## src/rtl/mpu_fetch_pkg.sv

```systemverilog
// Shared MPU fetch definitions: instruction word width and fetch FSM state encodings.
package mpu_fetch_pkg;

    localparam int unsigned MPU_INSN_WIDTH        = 64;
    localparam int unsigned MPU_FETCH_STATE_WIDTH = 2;

    localparam logic [MPU_FETCH_STATE_WIDTH-1:0] MPU_FETCH_STATE_IDLE  = 2'd0;
    localparam logic [MPU_FETCH_STATE_WIDTH-1:0] MPU_FETCH_STATE_RUN   = 2'd1;
    localparam logic [MPU_FETCH_STATE_WIDTH-1:0] MPU_FETCH_STATE_END   = 2'd2;
    localparam logic [MPU_FETCH_STATE_WIDTH-1:0] MPU_FETCH_STATE_FAULT = 2'd3;

endpackage

```

## src/rtl/mpu_fetch_fifo.sv

```systemverilog
// Two-entry synchronous FIFO holding fetched instruction words with their addresses.
// Flush has priority over push and pop; simultaneous push and pop keep the count unchanged.
module mpu_fetch_fifo
    import mpu_fetch_pkg::*;
#(
    parameter int unsigned width = MPU_INSN_WIDTH
) (
    input  logic             clk,
    input  logic             rst,
    input  logic             push,
    input  logic             pop,
    input  logic             flush,
    input  logic [width-1:0] din,
    output logic [width-1:0] dout,
    output logic             valid,
    output logic [1:0]       count
);

    logic [width-1:0] entry0;
    logic [width-1:0] entry1;
    logic             pop_ok;
    logic             push_ok;

    assign pop_ok  = pop && (count != 2'd0);
    assign push_ok = push && ((count != 2'd2) || pop_ok);
    assign dout    = entry0;
    assign valid   = (count != 2'd0);

    // entry0 is always the head; entry1 only holds data when count is 2.
    always_ff @(posedge clk) begin
        if (rst || flush) begin
            count  <= 2'd0;
            entry0 <= '0;
            entry1 <= '0;
        end else begin
            case ({push_ok, pop_ok})
                2'b10: begin
                    if (count == 2'd0) entry0 <= din;
                    else               entry1 <= din;
                    count <= count + 2'd1;
                end
                2'b01: begin
                    entry0 <= entry1;
                    count  <= count - 2'd1;
                end
                2'b11: begin
                    if (count == 2'd1) begin
                        entry0 <= din;
                    end else begin
                        entry0 <= entry1;
                        entry1 <= din;
                    end
                end
                default: ;
            endcase
        end
    end

endmodule

```

## src/rtl/mpu_fetch.sv

```systemverilog
// MPU instruction fetch stage: reads program RAM and feeds the decoder over valid/ready.
// MPU_FETCH_BOUND_CHECK_EN: fault when execution runs off the end of memory instead of wrapping.
module mpu_fetch
    import mpu_fetch_pkg::*;
#(
    parameter int unsigned addr_width = 9
) (
    input  logic                      sys_clk,
    input  logic                      sys_rst,
    input  logic                      mpu_en,
    input  logic                      mpu_rst,
    output logic                      mem_re,
    output logic [addr_width-1:0]     mem_addr,
    input  logic [MPU_INSN_WIDTH-1:0] mem_di,
    output logic                      insn_valid,
    input  logic                      insn_ready,
    output logic [MPU_INSN_WIDTH-1:0] insn_data,
    output logic [addr_width-1:0]     insn_pc,
    input  logic                      jump_en,
    input  logic [addr_width-1:0]     jump_addr,
    output logic                      error
);

    localparam int unsigned entry_width = MPU_INSN_WIDTH + addr_width;
`ifdef MPU_FETCH_BOUND_CHECK_EN
    localparam logic [addr_width-1:0] last_addr = '1;
`endif

    logic [MPU_FETCH_STATE_WIDTH-1:0] state;
    logic [MPU_FETCH_STATE_WIDTH-1:0] state_next;
    logic [addr_width-1:0]            pc;
    logic                             inflight;
    logic                             rst;
    logic                             active;
    logic                             issue;
    logic                             flush;
    logic                             push;
    logic                             pop;
    logic [2:0]                       occupancy;
    logic [1:0]                       count;
    logic                             head_valid;
    logic [entry_width-1:0]           head;

    assign rst = sys_rst | mpu_rst;

    mpu_fetch_fifo #(
        .width (entry_width)
    ) u_fifo (
        .clk   (sys_clk),
        .rst   (rst),
        .push  (push),
        .pop   (pop),
        .flush (flush),
        .din   ({mem_di, mem_addr}),
        .dout  (head),
        .valid (head_valid),
        .count (count)
    );

    // Decoder-facing head comes straight from the FIFO head, masked while paused or faulted.
    assign active     = (state == MPU_FETCH_STATE_RUN) || (state == MPU_FETCH_STATE_END);
    assign insn_valid = active && mpu_en && head_valid;
    assign insn_data  = insn_valid ? head[entry_width-1:addr_width] : '0;
    assign insn_pc    = insn_valid ? head[addr_width-1:0] : '0;
    assign pop        = insn_valid && insn_ready;
    assign mem_re     = inflight;

    always_comb begin
        state_next = state;
        occupancy  = 3'(count) + 3'(inflight) - 3'(pop);
        issue      = (state == MPU_FETCH_STATE_RUN) && mpu_en && !jump_en
                     && (occupancy < 3'd2);
        flush      = jump_en && (state != MPU_FETCH_STATE_FAULT);
        // A word landing during a redirect belongs to the abandoned stream.
        push       = inflight && !flush;

        case (state)
            MPU_FETCH_STATE_IDLE: begin
                if (mpu_en) state_next = MPU_FETCH_STATE_RUN;
            end
            MPU_FETCH_STATE_RUN: begin
`ifdef MPU_FETCH_BOUND_CHECK_EN
                if (issue && (pc == last_addr)) state_next = MPU_FETCH_STATE_END;
`endif
            end
            MPU_FETCH_STATE_END: begin
                if (jump_en) begin
                    state_next = MPU_FETCH_STATE_RUN;
                end else if ((count == 2'd0) && !inflight && mpu_en) begin
                    state_next = MPU_FETCH_STATE_FAULT;
                end
            end
            default: ;
        endcase
    end

    always_ff @(posedge sys_clk) begin
        if (rst) state <= MPU_FETCH_STATE_IDLE;
        else     state <= state_next;
    end

    // Read strobe doubles as the in-flight marker: data returns while it is high.
    always_ff @(posedge sys_clk) begin
        if (rst) begin
            pc       <= '0;
            inflight <= 1'b0;
            mem_addr <= '0;
        end else begin
            inflight <= issue;
            if (issue) mem_addr <= pc;
            if (flush)      pc <= jump_addr;
            else if (issue) pc <= pc + addr_width'(1);
        end
    end

`ifdef MPU_FETCH_BOUND_CHECK_EN
    always_ff @(posedge sys_clk) begin
        if (rst) error <= 1'b0;
        else     error <= (state_next == MPU_FETCH_STATE_FAULT);
    end
`else
    assign error = 1'b0;
`endif

endmodule

```

## config.mk

```make
export PLATFORM = sky130hd
export DESIGN_NAME = mpu_fetch
export DESIGN_NICKNAME = d
export VERILOG_FILES = /design/src/rtl/mpu_fetch_pkg.sv /design/src/rtl/mpu_fetch_fifo.sv /design/src/rtl/mpu_fetch.sv
export SDC_FILE = /design/constraint.sdc
export NUM_CORES = 1
export LEC_CHECK = 0
export CAP_MARGIN = 20
export CORE_ASPECT_RATIO = 1.2
export CORE_UTILIZATION = 45
export CTS_CLUSTER_DIAMETER = 60
export DETAILED_ROUTE_END_ITERATION = 10
export MAX_ROUTING_LAYER = met4
export PLACE_DENSITY = 0.72
export SETUP_SLACK_MARGIN = 0.1
export SYNTH_ARGS = -nofsm -noshare
export SYNTH_HDL_FRONTEND = slang
export SYNTH_SLANG_ARGS = --single-unit
```

## constraint.sdc

```tcl
create_clock -name sys_clk -period 4.2 [get_ports sys_clk]
set_input_delay 0.42 -clock sys_clk [delete_from_list [all_inputs] [get_ports sys_clk]]
set_output_delay 0.42 -clock sys_clk [all_outputs]
set_load 0.005 [all_outputs]
```

==> reports/metrics.cfg, run 1 <==
[worst_setup_path]
crit_buf_inv = 2
worst_setup_path_start_kind = flip-flop
crit_family = simple AND/OR/NAND/NOR gates
critical_path_peak_fanout = 14
crit_path_end_kind = flip-flop
path_cells = inv_1 -> ha_1 -> nand4b_1 -> nor2_1 -> o21ai_0 -> fa_1 -> nand4b_1 -> nor2_2 -> buf_4 -> mux2_2 -> o21ai_0
crit_type = reg -> reg
crit_slowest_cell = fa_1
worstPathRequired_ps = 4550
max_stage_delay_ps = 520
critPathArrivalTime_ps = 3760

[detailed_routing]
wl_mm = 17.6
dr_total_vias = 6581
drc = 0
drtIter0Drc = 439
wl_per_cell_um = 13.6
ant_nets = 0
viasPerCell = 5.08
drtPass1Iterations = 5

[sta]
worstMarginPinSlew_ps = 915
max_freq_mhz = 293
worst_slack_ps = 783
period_share = 0.813
hold_ws_ps = 455
setup_tns_ps = 0
final_hold_viol_count = 0
setup_viol = 0
fin_skew_ps = 7.97
slew_viol_final = 0
rsz0062_at_grt = false
period_needed_ps = 3420
slew_headroom = 0.389

[synthesis]
synth_seq_area_share = 0.439
synth_largest_area_cell = dfxtp_1
yosysWarnings = 0
synthArstFlopShare = 0
syn-cell-area_um2 = 7710
synth_top_area_frac = 0.439
synth_flop_cell = dfxtp_1
synth_seq_cells = 169
synthTopCellsByArea = dfxtp_1 (44%), nand2_1 (14%), mux2i_1 (11%), a31oi_1 (5.9%), and2_1 (5.9%)
synthesis.nets = 1041
ys_types = 42
syn_avg_cell_area_um2 = 8.09
synthCells = 953
synth_edf_count = 0

[clocking]
cts_buffer_depth = 2
cts_hold_buf = 0
cts_max_level = 4
cts_setup_buffers = 0
clk_latency_ps = 420
cts.sinks = 169
cts.clk_slew.worst_paths_ps = 60
clockRootBuffer = clkbuf_16
cts_resized = 0
numCtsBuffers = 17
cts_tree = yes

[power_and_ir_drop]
fin_total_pwr_mw = 3.18
irDropWorstVdd_mv = 0.214
leakagePower_nw = 3.42
p_per_area_nw_per_um2 = 321

[floorplan]
rows = 52
die_h_um = 145
die_w_um = 121
start_util = 0.459
coreArea_um2 = 16800
pin_count = 164
dieArea_um2 = 17700

[layout]
area_delta_synth_final_pct = 28.5
num_antenna_cells = 0
drive_above_1_share = 0.0436
fin_nets = 1155

[place]
pre_cts_slack_ps = 770
port_buffers = 162
post-dp-hpwl_mm = 11.0
gp_congestion = 0.781

[global_routing]
overflow = 0
grt_max_degree = 81
grt_pass1_vias = 6127
grt_use_total = 0.216
grt_pass1_wl_mm = 29.8
antenna_found_initial = 0

[flow_run]
drv_cap = 0

[min_path]
hold_path.class = reg -> reg

[run_status]
status = finished clean

-- registers in the layout (all words and copies together), names as in the netlist --
register       count
u_fifo.dout       73
pc                 9
state              2
mem_addr           9
u_fifo.count       2
mem_re             1
u_fifo.entry1     73
-- cells by family after synthesis --
group | after synthesis | synth area share
simple gates | 418 | 0.236
compound gates | 178 | 0.134
flops | 169 | 0.439
buf+inv | 87 | 0.0576
mux | 85 | 0.111
fa+ha+maj | 9 | 0.0156
xor+xnor | 6 | 0.00682
other cells | 1 | 0.000487
-- report_power, final --
part,internal (mW),switching [mW]
clock network,0.784,0.611
logic,0.0928,0.0791
registers,1.61,0.00686
total,2.49,0.697
-- worst register-to-register path, stage by stage (launching register included) --
cell,delay (ps)
dfxtp_1,430
inv_1,120
ha_1,300
nand4b_1,360
nor2_1,250
o21ai_0,140
fa_1,520
nand4b_1,310
nor2_2,190
buf_4,240
mux2_2,350
o21ai_0,140
-- metal layers --
layer,vias up,part of all wire,wire length (um),GRT usage
li1,3418,-,-,-
met1,3025,0.46,8180,0.267
met2,123,0.49,8610,0.351
met3,15,0.033,581,0.0357
met4,0,0.014,238,0.0772
met5,-,0,0,-
-- cell usage in the layout, fill, tap and decap left out, drive strengths merged, types with 2 or more instances in the layout --
master / netlist / layout
a21oi: 10 / 10
mux2i: 84 / 84
nor2: 21 / 21
clkdlybuf4s50: 0 / 162
o21ai: 85 / 85
and2: 73 / 73
clkinvlp: 0 / 4
nor3: 6 / 6
ha: 8 / 8
nand4b: 2 / 2
a31oi: 74 / 74
nor4: 3 / 3
and3: 2 / 2
xnor2: 5 / 5
nand3: 6 / 6
buf: 41 / 13
nand2: 297 / 297
o31a: 2 / 2
clkinv: 0 / 2
dfxtp: 169 / 169
inv: 7 / 7
clkbuf: 39 / 25
a211oi: 2 / 2
-- final cells by class --
| class | instances | area (um2) |
|---|---|---|
| multi-input combinational | 697 | 3930 |
| timing repair buffer | 175 | 1780 |
| sequential | 169 | 3380 |
| clock inverter | 6 | 43.8 |
| tap | 216 | 270 |
| inverter | 7 | 26.3 |
| clock buffer | 25 | 475 |
| fill | 1538 | 6880 |
-- synthesized netlist by cell type, types with 2 or more instances --
library cell	instances
o31a_1	2
xnor2_1	5
nand2_1	297
o21ai_0	84
buf_4	4
nor4_1	3
a31oi_1	73
mux2i_1	84
buf_2	28
nor3_1	6
inv_1	7
dfxtp_1	169
a21oi_1	10
and2_1	73
a211oi_1	2
buf_6	9
nor2_1	20
nand3_1	6
and3_1	2
nand4b_1	2
clkbuf_1	39
ha_1	8
-- final timing paths --
kind / start / end / slack (ps) / depth (start not counted)
worst max-delay path: u_fifo.count[1] / pc[8] / 780 / 11
worst min-delay path: u_fifo.entry1[72] / u_fifo.entry1[72] / 460 / 2
worst max register to register: u_fifo.count[1] / pc[8] / 780 / 11
worst min register to register: u_fifo.entry1[72] / u_fifo.entry1[72] / 460 / 2
-- per-stage QoR --
step	instance area [um2]	std cells	util
finish	9910	1295	0.590
global route	9910	1295	0.590
CTS	9890	1294	0.589
detailed placement	9370	1263	0.558
global placement	9370	1263	0.558
floorplan	7710	953	-
(Power assumes the default switching activity.)
==> run 2, diff against run 1 <==
Settings changed: PLACE_DENSITY 0.72 to 0.75.
Clock period 4.2 ns to 2.9 ns, I/O delays scaled along.
==> run 2 against run 1 <==
Against the previous run:
- the run now ends with design-rule violations left
- fmax grew 28%
- worst setup slack lost 550 ps
- clock skew grew 1.7 ps
- final cell count grew 0.69%
- count of clock-buffer cells in the layout shrank 2
- first-iteration DRC count grew 5.2%
- largest cell class unchanged
==> reports/metrics.cfg, run 2 (synthesized netlist as in run 1, its figures left out) <==
[detailed_routing]
drc = 1
wl_per_cell_um = 14.1
dr_total_vias = 6795
viasPerCell = 5.21
wl_mm = 18.4
drtIter0Drc = 462
drtPass1Iterations = 8
ant_nets = 0

[sta]
period_share = 0.921
hold_ws_ps = 447
fin_skew_ps = 9.64
rsz0062_at_grt = false
worst_slack_ps = 229
final_hold_viol_count = 0
slew_viol_final = 0
setup_tns_ps = 0
max_freq_mhz = 374
period_needed_ps = 2670
worstMarginPinSlew_ps = 810
setup_viol = 0
slew_headroom = 0.460

[worst_setup_path]
crit_path_end_kind = flip-flop
critPathArrivalTime_ps = 2950
worstPathRequired_ps = 3180
worst_setup_path_start_kind = flip-flop
critical_path_peak_fanout = 8
crit_type = reg -> reg

[global_routing]
grt_max_degree = 129
grt_use_total = 0.221
grt_pass1_wl_mm = 30.6
antenna_found_initial = 0
overflow = 0
grt_pass1_vias = 6359

[clocking]
clockRootBuffer = clkbuf_16
cts_tree = yes
cts_hold_buf = 0
cts_max_level = 4
cts_buffer_depth = 2
clk_latency_ps = 420
numCtsBuffers = 17
cts.sinks = 169
cts.clk_slew.worst_paths_ps = 60

[layout]
layout_commonest_cell = nand2_1
fin_nets = 1164
area_delta_synth_final_pct = 31.4
final_cell_mix = nand2_1 (297), dfxtp_1 (165), clkdlybuf4s50_1 (162), mux2i_1 (83), o21ai_0 (83)
drive_above_1_share = 0.0625
num_antenna_cells = 0
final_util = 0.604
fin_area_um2 = 10100

[place]
port_buffers = 162
pre_cts_slack_ps = 27.3
gp_congestion = 0.843
post-dp-hpwl_mm = 11.4
placed_area_um2 = 9470

[power_and_ir_drop]
irDropWorstVdd_mv = 0.405
p_per_area_nw_per_um2 = 470
leakagePower_nw = 3.51

[floorplan]
rows = 52
pin_count = 164
die_w_um = 121
coreArea_um2 = 16800
die_h_um = 145
dieArea_um2 = 17700
start_util = 0.459

[run_status]
violations = design-rule violations
status = finished with violations

[min_path]
hold_path.class = in -> reg

[flow_run]
drv_cap = 0

-- run 2: cell type report --
| class | count | area, um2 |
|---|---|---|
| Clock inverter | 8 | 97.6 |
| Multi-Input combinational cell | 697 | 3990 |
| Tap cell | 216 | 270 |
| Sequential cell | 169 | 3390 |
| Clock buffer | 23 | 458 |
| Fill cell | 1495 | 6660 |
| Inverter | 7 | 26.3 |
| Timing Repair Buffer | 184 | 1900 |
-- run 2: worst paths after layout --
check / endpoint / slack, ps / cells past startpoint / start
max: mem_addr[7] / 230 / 12 / u_fifo.count[0]
max reg2reg: mem_addr[7] / 230 / 12 / u_fifo.count[0]
min reg2reg: u_fifo.entry1[1] / 460 / 2 / u_fifo.entry1[1]
min: u_fifo.entry1[38] / 450 / 3 / mem_di[29]
-- run 2: where the power goes --
group,switching (mW),internal (mW)
combinational,0.118,0.139
clock,0.885,1.28
sequential,0.0104,2.33
total,1.01,3.75
-- run 2: routing by layer --
metal	wire, um	vias to the layer above	track usage
met5	0	-	-
met1	8160	3158	0.271
li1	-	3449	-
met4	367	0	0.0809
met2	9180	164	0.364
met3	670	24	0.0329
-- run 2: through the flow --
stage	power (mW)	std cells
after CTS	4.80	1301
after floorplan	2.50	953
after detailed placement	2.64	1270
final	4.76	1304
after global placement	2.64	1270
after global routing	4.94	1304
-- run 2: worst max-delay path, cell delays in order, from the launching register on --
cell and delay, ps:
dfxtp_2 370, inv_1 90, ha_2 210, nand4b_1 220, nor2_2 130, o21ai_1 100
fa_1 540, nand4b_1 110, buf_6 170, nor2_4 180, clkbuf_16 180, mux2i_1 170
nor2_1 80
-- run 2: repair_timing --
item | 4_1_cts | 5_1_grt
endpoints found under the setup margin | 12 | 88
cloned | 0 | 1
resized for setup | 1 | 12
pin swaps | 0 | 3
setup buffers | 0 | 2
==> run 3, diff against run 2 <==
Settings changed: RECOVER_POWER set to 50.
==> run 3 against run 2 <==
Against the previous run:
- the flow still finishes with violations (design-rule violations)
- final cell count stayed put
- clock power is essentially flat
- combinational power is essentially flat
- wire length increased by 0.11%
- critical path depth is the same
- sequential power about the same
- clock skew is 1.2 ps higher
- register-to-register slack hardly changed
- fmax is 0.12% lower
- design area fell by 0.31%
- critical path type unchanged
- critical endpoint is now pc[1]
- largest cell class unchanged
==> reports/metrics.cfg, run 3 (synthesized netlist as in run 1, its figures left out) <==
[sta]
rsz0062_at_grt = false
max_freq_mhz = 374
slew_headroom = 0.251
setup_tns_ps = 0
slew_viol_final = 0
final_hold_viol_count = 0
period_share = 0.922
fin_skew_ps = 10.9
period_needed_ps = 2670
hold_ws_ps = 445
worstMarginPinSlew_ps = 1120
setup_viol = 0
worst_slack_ps = 225

[floorplan]
die_h_um = 145
coreArea_um2 = 16800
dieArea_um2 = 17700
die_w_um = 121
pin_count = 164
start_util = 0.459
rows = 52

[worst_setup_path]
r2r_start = u_fifo.count[0]
path_cells = inv_1 -> ha_2 -> nand4b_1 -> nor2_2 -> o21ai_1 -> fa_1 -> nand4b_1 -> buf_6 -> nor2_4 -> clkbuf_16 -> mux2i_1 -> a21oi_1
worstPathRequired_ps = 3180
r2r_cells = 12
crit_slowest_cell = fa_1
critical_path_peak_fanout = 8
crit_path_end_kind = flip-flop
max_stage_delay_ps = 540
cpMostUsedCell = nand4b_1
rr_endpoint = pc[1]
crit_type = reg -> reg
crit_path_start = u_fifo.count[0]
critPathArrivalTime_ps = 2950
worst_setup_path_start_kind = flip-flop
rrSetupSlack_ps = 230

[detailed_routing]
wl_per_cell_um = 14.1
drtPass1Iterations = 9
viasPerCell = 5.21
ant_nets = 0
dr_total_vias = 6794
drc = 1
drtIter0Drc = 479
wl_mm = 18.4

[min_path]
whs_path_depth = 3
min-delay-start = mem_di[29]
hold_end = u_fifo.entry1[38]
hold_path.class = in -> reg

[layout]
fin_area_um2 = 10100
area_delta_synth_final_pct = 31.0
fillers = 1503
fin_nets = 1164
drive_above_1_share = 0.0607
num_antenna_cells = 0
layout_commonest_cell = nand2_1
multi_input_area_um2 = 3990
ff_latch_area_um2 = 3390
final_cell_mix = nand2_1 (297), dfxtp_1 (165), clkdlybuf4s50_1 (152), mux2i_1 (83), o21ai_0 (83)

[power_and_ir_drop]
p_int_mw = 3.75
p_comb_frac = 0.054
p_sw_frac = 0.214
irDropWorstVdd_mv = 0.408
leakagePower_nw = 3.53
p_clk_frac = 0.456
p_sw_mw = 1.02
p_per_area_nw_per_um2 = 472
seqPwrFrac = 0.490

[clocking]
cts_hold_buf = 0
cts_buffer_depth = 2
clk_latency_ps = 420
clockRootBuffer = clkbuf_16
cts_tree = yes
cts_max_level = 4
cts.clk_slew.worst_paths_ps = 60
cts.sinks = 169
numCtsBuffers = 17

[run_status]
status = finished with violations
violations = design-rule violations

[place]
pre_cts_slack_ps = 27.3
post-dp-hpwl_mm = 11.4
port_buffers = 162
gp_congestion = 0.843
placed_area_um2 = 9470

[global_routing]
overflow = 0
antenna_found_initial = 0
grt_pass1_wl_mm = 30.6
grt_pass1_vias = 6359
grt_max_degree = 129
grt_use_total = 0.221

[flow_run]
drv_cap = 0

-- run 3: repair_timing --
action | 4_1_cts | 5_1_grt
pin swaps | 0 | 3
gates cloned | 0 | 1
buffers inserted | 0 | 2
gates resized for setup | 1 | 12
endpoints found under the setup margin | 12 | 88
-- run 3: how the worst max path moves through the flow --
| stage | endpoint | slack (ps) |
|---|---|---|
| floorplan | pc[8] | 120 |
| global placement | pc[0] | 80 |
| detailed placement | mem_addr[5] | 30 |
| CTS | pc[7] | 140 |
| global route | u_fifo.dout[40] | 60 |
| finish | pc[1] | 230 |
-- run 3: through the flow --
step	utilization	instances	total power, mW
2_1_floorplan	-	953	2.50
3_3_place_gp	0.564	1270	2.64
3_5_place_dp	0.564	1270	2.64
4_1_cts	0.598	1301	4.80
5_1_grt	0.602	1304	4.94
6_report	0.602	1304	4.77
-- run 3: power by group through the flow --
stage	Combinational (mW)	Clock, mW	Sequential (mW)
floorplan	0.107	0	2.39
global placement	0.249	0	2.39
detailed placement	0.251	0	2.39
CTS	0.252	2.21	2.34
global route	0.281	2.32	2.34
finish	0.256	2.17	2.34
-- run 3: worst max-delay path, delay by kind of cell (launching register included) --
kind,cells,cell delay (ps)
adders and majority gates,2,750
and+or+nand+nor,4,630
buffers and inverters,3,440
DFF,1,370
AOI/OAI and AO/OA,2,170
muxes,1,170
-- run 3: area by class of cell --
type / instances / share of cell area
clock inverter: 8 / 0.00966
multi-input combinational: 697 / 0.395
inverter: 7 / 0.00260
timing repair buffer: 184 / 0.185
clock buffer: 23 / 0.0453
tap: 216 / 0.0268
sequential: 169 / 0.336
-- run 3: layer usage --
metal | wire (um) | up-vias | GRT usage
met2 | 9130 | 155 | 0.364
met4 | 340 | 0 | 0.0809
li1 | - | 3444 | -
met5 | 0 | - | -
met1 | 8280 | 3174 | 0.271
met3 | 646 | 21 | 0.0329
